--- config.mk ---
export PLATFORM = sky130hd
export DESIGN_NAME = rf_dump_reader_flat
export DESIGN_NICKNAME = d
export VERILOG_FILES = /design/src/rtl/rf_dump_reader_pkg.sv /design/src/rtl/rf_dump_reader_if.sv /design/src/rtl/rf_dump_reader.sv /design/src/flat_wrapper.sv
export SDC_FILE = /design/constraint.sdc
export NUM_CORES = 1
export LEC_CHECK = 0
export ABC_AREA = 1
export BUFFER_PORTS_ARGS = -buffer_cell sky130_fd_sc_hd__buf_2
export CAP_MARGIN = 20
export CORE_ASPECT_RATIO = 1.4
export CORE_MARGIN = 5
export CORE_UTILIZATION = 48
export CTS_BUF_LIST = sky130_fd_sc_hd__clkbuf_4 sky130_fd_sc_hd__clkbuf_8 sky130_fd_sc_hd__clkbuf_16
export CTS_CLUSTER_SIZE = 12
export DETAILED_ROUTE_END_ITERATION = 16
export PLACE_DENSITY = 0.79
export REMOVE_ABC_BUFFERS = 1
export SLEW_MARGIN = 20
export SYNTH_ARGS = -nofsm -noshare
export SYNTH_HDL_FRONTEND = slang
export SYNTH_SLANG_ARGS = --single-unit
--- constraint.sdc ---
create_clock -name clk -period 1.8 [get_ports clk]
set_input_delay 0.18 -clock clk [delete_from_list [all_inputs] [get_ports clk]]
set_output_delay 0.18 -clock clk [all_outputs]
set_load 0.05 [all_outputs]
--- src/rtl/rf_dump_reader_pkg.sv ---
// Shared types and sizing helpers for the register file and its read-side dump sequencer.
package rf_pkg;

  localparam int RF_N = 32;
  localparam int RF_W = 32;

  typedef enum logic [1:0] {
    IDLE = 2'd0,
    LOAD = 2'd1,
    HOLD = 2'd2
  } rfdump_state_t;

  function automatic int rf_aw(input int w);
    return $clog2(w);
  endfunction

endpackage

--- src/rtl/rf_dump_reader_if.sv ---
// Request, RF read port, output stream and status of rf_dump_reader.
// RF_DUMP_PARITY_EN adds out_par alongside out_data.
interface rf_dump_reader_if
  import rf_pkg::*;
#(
  parameter int N = RF_N,
  parameter int W = RF_W
);

  localparam int AW = rf_aw(W);

  logic          start;
  logic          single;
  logic [AW-1:0] idx;
  logic [AW-1:0] rd_addr;
  logic [N-1:0]  rd_data;
  logic          out_valid;
  logic          out_ready;
  logic [N-1:0]  out_data;
  logic [AW-1:0] out_idx;
  logic          busy;
  logic          done;
  logic          err;
`ifdef RF_DUMP_PARITY_EN
  logic          out_par;

  modport master (
    input  start, single, idx, rd_data, out_ready,
    output rd_addr, out_valid, out_data, out_idx, busy, done, err, out_par
  );
  modport slave (
    output start, single, idx, rd_data, out_ready,
    input  rd_addr, out_valid, out_data, out_idx, busy, done, err, out_par
  );
`else
  modport master (
    input  start, single, idx, rd_data, out_ready,
    output rd_addr, out_valid, out_data, out_idx, busy, done, err
  );
  modport slave (
    output start, single, idx, rd_data, out_ready,
    input  rd_addr, out_valid, out_data, out_idx, busy, done, err
  );
`endif

endinterface

--- src/rtl/rf_dump_reader.sv ---
// Register-file read sequencer: single read or full dump streamed on valid/ready.
// RF_DUMP_PARITY_EN adds out_par, the XOR of out_data, captured and held with it.
module rf_dump_reader
  import rf_pkg::*;
#(
  parameter int N = RF_N,
  parameter int W = RF_W
) (
  input  logic               clk,
  input  logic               rst,
  rf_dump_reader_if.master   bus
);

  localparam int            AW       = rf_aw(W);
  localparam logic [AW:0]   W_EXT    = (AW+1)'(W);
  localparam logic [AW-1:0] LAST_IDX = AW'(W - 1);

  rfdump_state_t state;
  rfdump_state_t state_nxt;

  logic [AW-1:0] cnt;
  logic [AW-1:0] last;
  logic [AW-1:0] cnt_inc;
  logic          idx_ok;
  logic          hold_last;
  logic          capture;

  logic          out_valid_q;
  logic [N-1:0]  out_data_q;
  logic [AW-1:0] out_idx_q;
  logic          done_q;
  logic          err_q;

  assign cnt_inc   = cnt + AW'(1);
  assign idx_ok    = {1'b0, bus.idx} < W_EXT;
  assign hold_last = (cnt == last);
  // LOAD captures word cnt; an accepted non-final HOLD beat captures word cnt+1.
  assign capture   = (state == LOAD) ||
                     ((state == HOLD) && bus.out_ready && !hold_last);

  always_ff @(posedge clk) begin
    if (rst) begin
      state <= IDLE;
    end else begin
      state <= state_nxt;
    end
  end

  always_comb begin
    state_nxt = state;
    case (state)
      IDLE: begin
        if (bus.start && (!bus.single || idx_ok)) begin
          state_nxt = LOAD;
        end
      end
      LOAD: state_nxt = HOLD;
      HOLD: begin
        if (bus.out_ready && hold_last) begin
          state_nxt = IDLE;
        end
      end
      default: state_nxt = IDLE;
    endcase
  end

  always_comb begin
    bus.rd_addr = '0;
    bus.busy    = (state != IDLE);
    case (state)
      LOAD:    bus.rd_addr = cnt;
      HOLD:    bus.rd_addr = cnt_inc;
      default: bus.rd_addr = '0;
    endcase
  end

  always_ff @(posedge clk) begin
    if (rst) begin
      cnt         <= '0;
      last        <= '0;
      out_valid_q <= 1'b0;
      out_data_q  <= '0;
      out_idx_q   <= '0;
      done_q      <= 1'b0;
      err_q       <= 1'b0;
    end else begin
      done_q <= 1'b0;
      err_q  <= 1'b0;
      if (capture) begin
        out_data_q <= bus.rd_data;
        out_idx_q  <= bus.rd_addr;
      end
      case (state)
        IDLE: begin
          if (bus.start) begin
            if (!bus.single) begin
              cnt  <= '0;
              last <= LAST_IDX;
            end else if (idx_ok) begin
              cnt  <= bus.idx;
              last <= bus.idx;
            end else begin
              err_q <= 1'b1;
            end
          end
        end
        LOAD: out_valid_q <= 1'b1;
        HOLD: begin
          if (bus.out_ready) begin
            if (hold_last) begin
              out_valid_q <= 1'b0;
              done_q      <= 1'b1;
            end else begin
              cnt <= cnt_inc;
            end
          end
        end
        default: ;
      endcase
    end
  end

`ifdef RF_DUMP_PARITY_EN
  logic par_q;

  always_ff @(posedge clk) begin
    if (rst) begin
      par_q <= 1'b0;
    end else if (capture) begin
      par_q <= ^bus.rd_data;
    end
  end

  assign bus.out_par = par_q;
`endif

  assign bus.out_valid = out_valid_q;
  assign bus.out_data  = out_data_q;
  assign bus.out_idx   = out_idx_q;
  assign bus.done      = done_q;
  assign bus.err       = err_q;

endmodule
--- src/flat_wrapper.sv ---
// flat-port wrapper written by rule: the top's interface ports become plain ports
module rf_dump_reader_flat import rf_pkg::*;
#(
  parameter int N = RF_N,
  parameter int W = RF_W
)
  (clk, rst, bus_start, bus_single, bus_idx, bus_rd_data, bus_out_ready, bus_rd_addr, bus_out_valid, bus_out_data, bus_out_idx, bus_busy, bus_done, bus_err);
  rf_dump_reader_if #(.N(N), .W(W)) bus_i ();
  input  logic clk;
  input  logic rst;
  input wire logic [$bits(bus_i.start)-1:0] bus_start;
  input wire logic [$bits(bus_i.single)-1:0] bus_single;
  input wire logic [$bits(bus_i.idx)-1:0] bus_idx;
  input wire logic [$bits(bus_i.rd_data)-1:0] bus_rd_data;
  input wire logic [$bits(bus_i.out_ready)-1:0] bus_out_ready;
  output wire logic [$bits(bus_i.rd_addr)-1:0] bus_rd_addr;
  output wire logic [$bits(bus_i.out_valid)-1:0] bus_out_valid;
  output wire logic [$bits(bus_i.out_data)-1:0] bus_out_data;
  output wire logic [$bits(bus_i.out_idx)-1:0] bus_out_idx;
  output wire logic [$bits(bus_i.busy)-1:0] bus_busy;
  output wire logic [$bits(bus_i.done)-1:0] bus_done;
  output wire logic [$bits(bus_i.err)-1:0] bus_err;
  assign bus_i.start = bus_start;
  assign bus_i.single = bus_single;
  assign bus_i.idx = bus_idx;
  assign bus_i.rd_data = bus_rd_data;
  assign bus_i.out_ready = bus_out_ready;
  assign bus_rd_addr = bus_i.rd_addr;
  assign bus_out_valid = bus_i.out_valid;
  assign bus_out_data = bus_i.out_data;
  assign bus_out_idx = bus_i.out_idx;
  assign bus_busy = bus_i.busy;
  assign bus_done = bus_i.done;
  assign bus_err = bus_i.err;
  rf_dump_reader #(.N(N), .W(W)) u_core (.clk(clk), .rst(rst), .bus(bus_i));
endmodule
Yosys cells after proc, flatten, opt, wreduce, memory -nomap -nowiden
Cells that the tools add are included.
{"block": "classes", "add_sub_neg": 1, "eq_ne": 8, "muxes": 14, "bitwise_logic": 2, "n_reduce_logical": 14}
{"op": "$mux W5", "count": 5}
{"op": "$pmux W5 S2", "count": 2}
{"op": "$ne A2 B2 Y1 const B", "count": 4}
{"op": "$pmux W2 S3", "count": 1}
{"op": "$reduce_bool A2 Y1", "count": 3}
{"op": "$add A5 B1 Y5 const B", "count": 1}
{"op": "$eq A5 B5 Y1", "count": 1}
{"op": "$mux W2", "count": 2}
{"op": "$reduce_and A2 Y1", "count": 2}
{"op": "$reduce_and A4 Y1", "count": 1}
{"op": "$logic_and A1 B1 Y1", "count": 3}
{"op": "$mux W1", "count": 3}
{"op": "$reduce_and A3 Y1", "count": 1}
{"op": "$reduce_or A3 Y1", "count": 1}
{"op": "$eq A2 B1 Y1 const B", "count": 1}
{"op": "$eq A2 B2 Y1 const B", "count": 1}
{"op": "$logic_not A2 Y1", "count": 1}
{"op": "$ne A2 B1 Y1 const B", "count": 1}
{"op": "$not A1 Y1", "count": 2}
{"op": "$pmux W1 S2", "count": 1}
{"op": "$logic_not A1 Y1", "count": 1}
{"op": "$logic_or A1 B1 Y1", "count": 1}
{"block": "word_totals", "regBits": 51, "output_inout_bits": 46, "word_cells": 46}

Depth between registers and ports, before layout
Gate-level depths: netlist of the first run.
{"block": "logic_depth", "depth_word": 4, "mapped_depth": 12, "depth_no_buf": 10}

Worst setup path before layout of the first run
Ideal clock, no wire load.
{"block": "synth_path", "path_kind": "flip-flop to flip-flop", "from": "register u_core.state[0]", "to": "register u_core.out_idx_q[3], in the netlist u_core.bus.out_idx[3]", "setup_ns": 0.065, "t_arrival_ns": 1.913, "t_required_ns": 1.735, "setup_slack_ns": -0.178, "stages_incl_launch_ff": 10, "synth_period_minus_slack_ns": 1.978, "path_cell_list": "dfxtp_1 > inv_1 > ha_1 > buf_2 > inv_1 > nor2_1 > nand2_1 > a21oi_1 > nor2_1 > nor2_1"}
{"block": "synth_via", "elab_cells_between_ends": 6}
{"item": "start, declared", "line": "rf_dump_reader.sv:18", "text": "rfdump_state_t state;"}
{"item": "start signal, assigned", "line": "rf_dump_reader.sv:45", "text": "state <= state_nxt;"}
{"item": "$eq A2 B2 Y1 / $eq A2 B1 Y1 (equally long branches)", "line": "rf_dump_reader.sv:70", "text": "case (state)"}
{"item": "$pmux W5 S2 *", "line": "rf_dump_reader.sv:70"}
{"item": "via bus_rd_addr[3]", "line": "flat_wrapper.sv:16", "text": "output wire logic [$bits(bus_i.rd_addr)-1:0] bus_rd_addr;"}
{"item": "end signal, assigned", "line": "rf_dump_reader.sv:91", "text": "out_idx_q <= bus.rd_addr;"}
{"item": "end, declared", "line": "rf_dump_reader.sv:30", "text": "logic [AW-1:0] out_idx_q;"}
The timed path passes the listed nets; every way through them passes the cells marked *.
A chain may end at the register's enable or synchronous reset.

Final worst setup path of the first run
{"block": "layout_path", "from": "register u_core.cnt[0]", "to": "output bus_rd_addr[4]"}
{"block": "layout_via", "elab_chain_len": 2}
{"item": "start, declared", "line": "rf_dump_reader.sv:21", "text": "logic [AW-1:0] cnt;"}
{"item": "start signal, assigned", "line": "rf_dump_reader.sv:100", "text": "cnt <= bus.idx;"}
{"item": "start signal, assigned", "line": "rf_dump_reader.sv:114", "text": "cnt <= cnt_inc;"}
{"item": "$add A5 B1 Y5", "line": "rf_dump_reader.sv:34", "text": "assign cnt_inc = cnt + AW'(1);"}
{"item": "$pmux W5 S2", "line": "rf_dump_reader.sv:70"}
{"item": "end, declared", "line": "flat_wrapper.sv:16"}
Every way passes these cells.

==> results.md, run 1 <==
- Run status: finished clean
- Startpoint types: flip-flop
- Quantity of I/O buffers inserted on ports: 86
- Cells along the critical path: ha_2, nand2_2, inv_2, nand3_1, nand3_1, nand2_1, nand2_1, inv_1, buf_4
- Drc violations: 0
- CP required: 1.62 ns
- Post-synth cell types: 29
- WL final: 5740 microns
- Commonest non-fill, non-tap cells in the layout: nor2_1 (85), buf_2 (81), dfxtp_1 (46)
- DPL Wire Length: 4150 microns
- Number of global-route vias before repair: 2,173
- Hold Crit Depth: 3
- Die Y: 89.8 microns
- Post-Place Worst Slack: 0.0931 ns
- Unrepaired setup endpoints after global routing: true
- TritonCTS clock tree: yes
- GRT overflow: 0
- Max-cap violations: 0
- Via count: 2,210
- Number of synthesized register bits: 51
- Endpoint type of the worst setup path: output pin
- Slowest stage delay, CP: 0.36 ns
- I/O pin count: 88
- Root Buffer: clkbuf_8
- Final net count: 437
- Starting Density: 0.490
- First-pass GRT wire length: 9460 microns
- Die Span X: 67.0 microns
- Max Root-Sink Buffers: 2
- Hold EP: u_core.bus.out_data[25]$_SDFFE_PP0P_
- N_diodes: 0
- Setup TNS: 0 ns
- Mapped Area: 2190 sq um
- Filler cells: 384
- Hold_sp: bus_rd_data[25]
- Mux share of post-synthesis cell area: 0
- RR Startpoint: u_core.cnt[0]$_SDFFE_PP0P_
- Largest net degree at the start of global routing: 38
- Register area share after synthesis: 0.467
- Die area: 6020 sq um
- Combinational family with the most area after synthesis: simple AND/OR/NAND/NOR gates
- Synth Area in Compound Gates: 0.144
- Core box area: 4460 sq um
- Xor and xnor area share after synthesis: 0.00401
- Hold Vio Cnt, Final: 0
- Type of the worst setup path: reg2out
- CTS H-tree lvls: 2
- Initial antenna violation count: 0
- Final WS setup: 0.0812 ns
- Core Util, Final: 0.645
- CP Max Fanout: 2
- GPL Wtd Cong: 0.822
- Hold Path Class: in2reg
- Drt first pass iters: 4
- Register clock-pin slew on the reported worst setup and hold paths: 0.09 ns
- Via/cell ratio: 4.87
- Reg2reg setup slack: 0.17 ns
- Cts bufs inserted: 5
- Layout cells sized above 1: 0.332
- R2r worst-path depth: 11
- Maximum vdd drop: 0.000800 V
- LEAKAGE: 1.47 nW
- Synth Area in Adders: 0.0229
- 1st-iter DRT viols: 59
- CP top delay family: simple AND/OR/NAND/NOR gates
- CTS Sinks: 51
- RR Endpoint: u_core.bus.out_data[7]$_SDFFE_PP0P_
- Syn-to-layout area delta: 31.7%
- PD cells: 1070 nW/um^2
- Syn_area_per_cell: 7.21 sq um
- Slew Limit Fails: 0
- Mapped Cells: 303
- Setup Viol. Count Final: 0
- GR Util All Layers: 0.193
- Wirelength per Cell: 12.6 microns
- Synth warnings: 0
- Worst Skew: 0.00846 ns
- Post-Synth Simple-Gate Area: 0.277
- Commonest non-fill, non-tap cell in the layout: nor2_1
- Slowest stage cell, crit path: dfxtp_4
- Crit path buffers/inverters: 3
- Final period utilization: 0.955
- WP data arrival: 1.54 ns
- Site Rows: 29
- Clk_lat worst skew: 0.29 ns
- ANT nets after route: 0
- FMAX: 0.582 GHz
- Min cycle time layout: 1.72 ns
==> area by class of cell <==
type | instances | area (sq um) | area share
sequential | 51 | 1030 | 0.359
clock buffer | 6 | 76.3 | 0.0265
clock inverter | 2 | 12.5 | 0.00435
timing repair buffer | 95 | 543 | 0.189
multi-input combinational | 215 | 1040 | 0.362
tap | 62 | 77.6 | 0.0270
inverter | 23 | 93.8 | 0.0326
==> cell usage after synthesis (all sizes together) <==
master	n	area (sq um)
a21oi	14	70.1
nand3b	2	15.0
or2	1	6.26
xnor2	1	8.76
inv	22	82.6
dfxtp	51	1020
o211ai	1	7.51
nor2	89	339
a21boi	1	7.51
nor3	6	30.0
conb	1	3.75
o21bai	2	15.0
nand4	1	6.26
nand2	43	164
o21ai	37	185
nand3	8	45.0
clkinv	1	8.76
clkbuf	8	32.5
a211oi	4	30.0
buf	6	57.6
ha	4	50.1
==> cell families after synthesis <==
kind of cell / Yosys count
buf+inv: 37
simple gates: 150
flops: 51
fa+ha+maj: 4
compound gates: 59
xor+xnor: 1
other cells: 1
==> through the flow <==
step	cell area (sq um)	hold slack [ns]	total power, mW	instances
floorplan	2100	0.249	2.12	289
global placement	2670	0.400	2.39	442
detailed placement	2670	0.410	2.41	442
CTS	2820	0.101	3.08	453
global route	2880	0.105	3.27	454
finish	2880	0.104	3.09	454
==> metal layers <==
layer | vias up | track usage | wire [microns]
li1 | 1135 | - | -
met2 | 79 | 0.319 | 2810
met5 | - | 0 | 0
met1 | 980 | 0.221 | 2230
met4 | 0 | 0.0626 | 131
met3 | 16 | 0.0773 | 569
==> tightest hold or removal path, cell delays in order <==
cell and delay (ns):
buf_2 0.07, nor2_1 0.03, nor2_1 0.08
==> registers in the layout (all words and copies together), names as in the netlist <==
register,flops
u_core.bus.out_data,32
u_core.cnt,5
u_core.bus.done,1
u_core.last,5
u_core.bus.out_idx,5
u_core.bus.out_valid,1
u_core.state,2
==> what timing repair did <==
| action | in CTS | in global routing |
|---|---|---|
| buffers inserted | 3 | 1 |
| pin swaps | 3 | 3 |
| hold buffers | 0 | 0 |
| resized for setup | 16 | 19 |
| setup endpoints to repair | 5 | 37 |
==> report_power, final <==
| part | leakage, nW | internal [mW] | total (mW) | switching (mW) |
|---|---|---|---|---|
| Sequential | 0.423 | 1.27 | 1.35 | 0.0775 |
| Combinational | 1.00 | 0.299 | 1.09 | 0.794 |
| Clock | 0.0446 | 0.288 | 0.649 | 0.362 |
==> worst max path at each step <==
stage | to | cells after the start | startpoint
6_report | bus_rd_addr[4] | 9 | u_core.cnt[0]$_SDFFE_PP0P_
5_1_grt | bus_rd_addr[4] | 9 | u_core.cnt[0]$_SDFFE_PP0P_
4_1_cts | bus_rd_addr[4] | 8 | u_core.state[0]$_SDFFE_PP0P_
3_5_place_dp | bus_rd_addr[2] | 7 | u_core.state[0]$_SDFFE_PP0P_
3_3_place_gp | bus_rd_addr[2] | 7 | u_core.state[0]$_SDFFE_PP0P_
2_1_floorplan | u_core.bus.out_idx[3]$_SDFFE_PP0P_ | 8 | u_core.state[0]$_SDFFE_PP0P_
(Power assumes the default switching activity.)
==> run 2: changes to the inputs <==
--- a/config.mk
+++ b/config.mk
@@ -5,16 +5,16 @@
 export SDC_FILE = /design/constraint.sdc
 export NUM_CORES = 1
 export LEC_CHECK = 0
-export ABC_AREA = 1
+export ABC_AREA = 0
 export BUFFER_PORTS_ARGS = -buffer_cell sky130_fd_sc_hd__buf_2
 export CAP_MARGIN = 20
 export CORE_ASPECT_RATIO = 1.4
 export CORE_MARGIN = 5
 export CORE_UTILIZATION = 48
 export CTS_BUF_LIST = sky130_fd_sc_hd__clkbuf_4 sky130_fd_sc_hd__clkbuf_8 sky130_fd_sc_hd__clkbuf_16
-export CTS_CLUSTER_SIZE = 12
+export CTS_CLUSTER_SIZE = 40
 export DETAILED_ROUTE_END_ITERATION = 16
-export PLACE_DENSITY = 0.79
+export PLACE_DENSITY = 0.78
 export REMOVE_ABC_BUFFERS = 1
 export SLEW_MARGIN = 20
 export SYNTH_ARGS = -nofsm -noshare
==> results.md, run 2 <==
- Number of global-route vias before repair: 2,178 (+0.23%)
- Starting Density: 0.485 (-0.00447)
- Top cell type's share of synthesized area: 0.441 (-0.0258)
- Net load switching power: 1.33 mW (+7.9%)
- CP Max Fanout: 7 (+5)
- Clk_lat worst skew: 0.30 ns (about the same)
- Synth warnings: 0 (unchanged)
- Maximum vdd drop: 0.000502 V (-37%)
- Final period utilization: 1.02 (+0.0683)
- R2r worst-path depth: 7 (-4)
- ANT nets after route: 0 (unchanged)
- Cts bufs inserted: 5 (unchanged)
- Min cycle time layout: 1.84 ns (+0.123 ns)
- Commonest non-fill, non-tap cells in the layout: buf_2 (81), nor2_1 (47), dfxtp_1 (47)
- Endpoint type of the worst setup path: flip-flop
- Sequential power share: 0.374 (-0.063)
- Filler cells: 375 (-2.3%)
- Unrepaired setup endpoints after global routing: true
- Setup TNS: -0.250 ns (-0.250 ns)
- Slew Limit Fails: 0 (unchanged)
- Main synth FF type: dfxtp_1
- Max Root-Sink Buffers: 2 (unchanged)
- Final WS setup: -0.0418 ns (-0.123 ns)
- WL final: 6640 microns (+16%)
- Syn-to-layout area delta: 42.0%
- Most frequent cell after synthesis: dfxtp_1
- Site Rows: 30 (+3.4%)
- Synth top cells by count: dfxtp_1 (51), nor2_1 (47), mux2i_1 (38)
- WP data arrival: 2.02 ns (+0.48 ns)
- Combinational share of power: 0.402 (+0.049)
- Slowest stage delay, CP: 0.38 ns (+0.02 ns)
- Slowest stage cell, crit path: dfxtp_4
- Setup Viol. Count Final: 13 (+13)
- LEAKAGE: 1.66 nW (+13%)
- Die area: 6330 sq um (+5.1%)
- Hold Vio Cnt, Final: 0 (unchanged)
- Register area share after synthesis: 0.441 (-0.0258)
- Cells along the critical path: xnor2_1, nand3_2, a311oi_4, buf_6, buf_12, mux2i_1, nor2_1
- Syn_area_per_cell: 9.60 sq um (+33%)
- Async set-or-reset flop fraction in the synthesized netlist: 0 (unchanged)
- Number of synthesized register bits: 51 (unchanged)
- CTS Sinks: 51 (unchanged)
- Crit path buffers/inverters: 2 (-1)
- CP top delay family: flip-flops
- Commonest non-fill, non-tap cell in the layout: buf_2
- Hold Crit Depth: 3 (unchanged)
- Core Util, Final: 0.689 (+0.0442)
- Synth top area cells: dfxtp_1 (44%), mux2i_1 (16%), nor2_1 (7.6%)
- Hold EP: u_core.bus.out_data[0]$_SDFFE_PP0P_
- Fin area: 3280 sq um (+14%)
- N_diodes: 0 (unchanged)
- Drc violations: 0 (unchanged)
- Total internal power: 2.26 mW (+21%)
- Quantity of I/O buffers inserted on ports: 86 (unchanged)
- Via/cell ratio: 5.27 (+8.2%)
- Die Span X: 68.7 microns (+2.5%)
- Failing checks: negative setup slack
- CP required: 1.98 ns (+0.36 ns)
- Area of the multi-input gates: 1220 sq um (+17%)
- 1st-iter DRT viols: 90 (+53%)
- TritonCTS clock tree: yes
- Largest register FFs: 32 (unchanged)
- Die Y: 92.1 microns (+2.6%)
- Placed cell area: 2860 sq um (+7.1%)
- Clk pwr share: 0.224 (+0.014)
- Sequential cell area: 1030 sq um (-0.12%)
- Wirelength per Cell: 16.1 microns (+27%)
- I/O pin count: 88 (unchanged)
- FMAX: 0.543 GHz (-6.7%)
- DPL Wire Length: 4430 microns (+6.8%)
- Mapped Area: 2310 sq um (+5.8%)
- Post-synth EDFFs: 0 (unchanged)
- First-pass GRT wire length: 9980 microns (+5.5%)
- Synth area leader: dfxtp_1
- Drt first pass iters: 4 (unchanged)
- Root Buffer: clkbuf_8
- Register clock-pin slew on the reported worst setup and hold paths: 0.10 ns (about the same)
- Final net count: 394 (-9.8%)
- Switching share of total power: 0.371 (-0.0279)
- Max-cap violations: 0 (unchanged)
- Hold_buf cts: 0 (unchanged)
- Via count: 2,175 (-1.6%)
- Hold_sp: bus_rd_data[0]
- Type of the worst setup path: reg2reg
- RR Endpoint: u_core.bus.out_data[2]$_SDFFE_PP0P_
- Post-synth cell types: 40 (+38%)
- Layout cells sized above 1: 0.430 (+0.0982)
- CTS H-tree lvls: 2 (unchanged)
- Reg2reg setup slack: -0.04 ns (-0.21 ns)
- Mapped Cells: 241 (-20%)
- Initial antenna violation count: 0 (unchanged)
- PD cells: 1090 nW/um^2 (+1.6%)
- Hold Path Class: in2reg
- Tot Pwr: 3.59 mW (+16%)
- GRT overflow: 0 (unchanged)
- Startpoint types: flip-flop
- Run status: complete, but fails checks
- RR Startpoint: u_core.cnt[0]$_SDFFE_PP0P_
- Largest net degree at the start of global routing: 36 (-5.3%)
- Worst Skew: 0.00929 ns (+0.000834 ns)
- Hold WS: 0.102 ns (-0.00217 ns)
- GR Util All Layers: 0.205 (+0.0125)
- GPL Wtd Cong: 0.896 (+9.0%)
- Core box area: 4770 sq um (+6.8%)
[run 2: repair_timing]
action	4_1_cts	5_1_grt
setup buffers	4	3
gates cloned	2	1
pin swaps	6	4
gates resized for setup	41	15
hold endpoints to repair	0	0
setup endpoints to repair	46	41
[run 2: how the worst max path moves through the flow]
| stage | depth (start not counted) | slack, ns | end | from |
|---|---|---|---|---|
| after floorplan | 7 | -1.98 | u_core.bus.out_data[0]$_SDFFE_PP0P_ | u_core.state[0]$_SDFFE_PP0P_ |
| after global placement | 8 | -0.04 | u_core.bus.out_data[21]$_SDFFE_PP0P_ | u_core.state[0]$_SDFFE_PP0P_ |
| after detailed placement | 8 | -0.13 | u_core.bus.out_data[29]$_SDFFE_PP0P_ | u_core.state[0]$_SDFFE_PP0P_ |
| after CTS | 6 | -0.006 | bus_rd_addr[3] | u_core.state[1]$_SDFFE_PP0P_ |
| after global routing | 10 | -0.08 | u_core.bus.out_data[3]$_SDFFE_PP0P_ | u_core.state[0]$_SDFFE_PP0P_ |
| final | 7 | -0.04 | u_core.bus.out_data[2]$_SDFFE_PP0P_ | u_core.cnt[0]$_SDFFE_PP0P_ |
[run 2: worst min-delay path: stages]
cell,delay [ns]
buf_2,0.07
mux2i_1,0.05
nor2_1,0.07
[run 2: power groups by stage]
| stage | Combinational, mW | Sequential (mW) | Clock (mW) |
|---|---|---|---|
| final | 1.44 | 1.34 | 0.805 |
| after global routing | 1.53 | 1.35 | 0.860 |
| after CTS | 1.36 | 1.33 | 0.822 |
| after detailed placement | 1.20 | 1.35 | 0 |
| after global placement | 1.18 | 1.34 | 0 |
| after floorplan | 0.561 | 1.65 | 0 |
[run 2: per-stage QoR]
stage	setup WS, ns	cells
CTS	-0.00603	409
global placement	-0.0358	395
floorplan	-1.98	226
global route	-0.0797	413
finish	-0.0418	413
detailed placement	-0.130	395
[run 2: cells by family (layout without fill, tap and decap cells)]
kind of cell	after synthesis	in the layout	synth area share
mux	38	38	0.164
buf+inv	29	137	0.0806
compound gates	38	38	0.128
other cells	1	1	0.00162
xor+xnor	5	5	0.0222
flops	51	51	0.441
simple gates	75	75	0.140
fa+ha+maj	4	4	0.0216
[run 2: metal layers]
layer,track usage,vias up,part of all wire
met3,0.0343,12,0.068
met1,0.211,1042,0.36
li1,-,1040,-
met5,0,-,0
met4,0.0663,0,0.018
met2,0.394,81,0.56
[run 2: final cells by class]
class | count | share of cell area
multi-input combinational | 161 | 0.372
sequential | 51 | 0.314
timing repair buffer | 115 | 0.238
tap | 64 | 0.0244
clock buffer | 5 | 0.0210
inverter | 14 | 0.0168
clock inverter | 3 | 0.0141
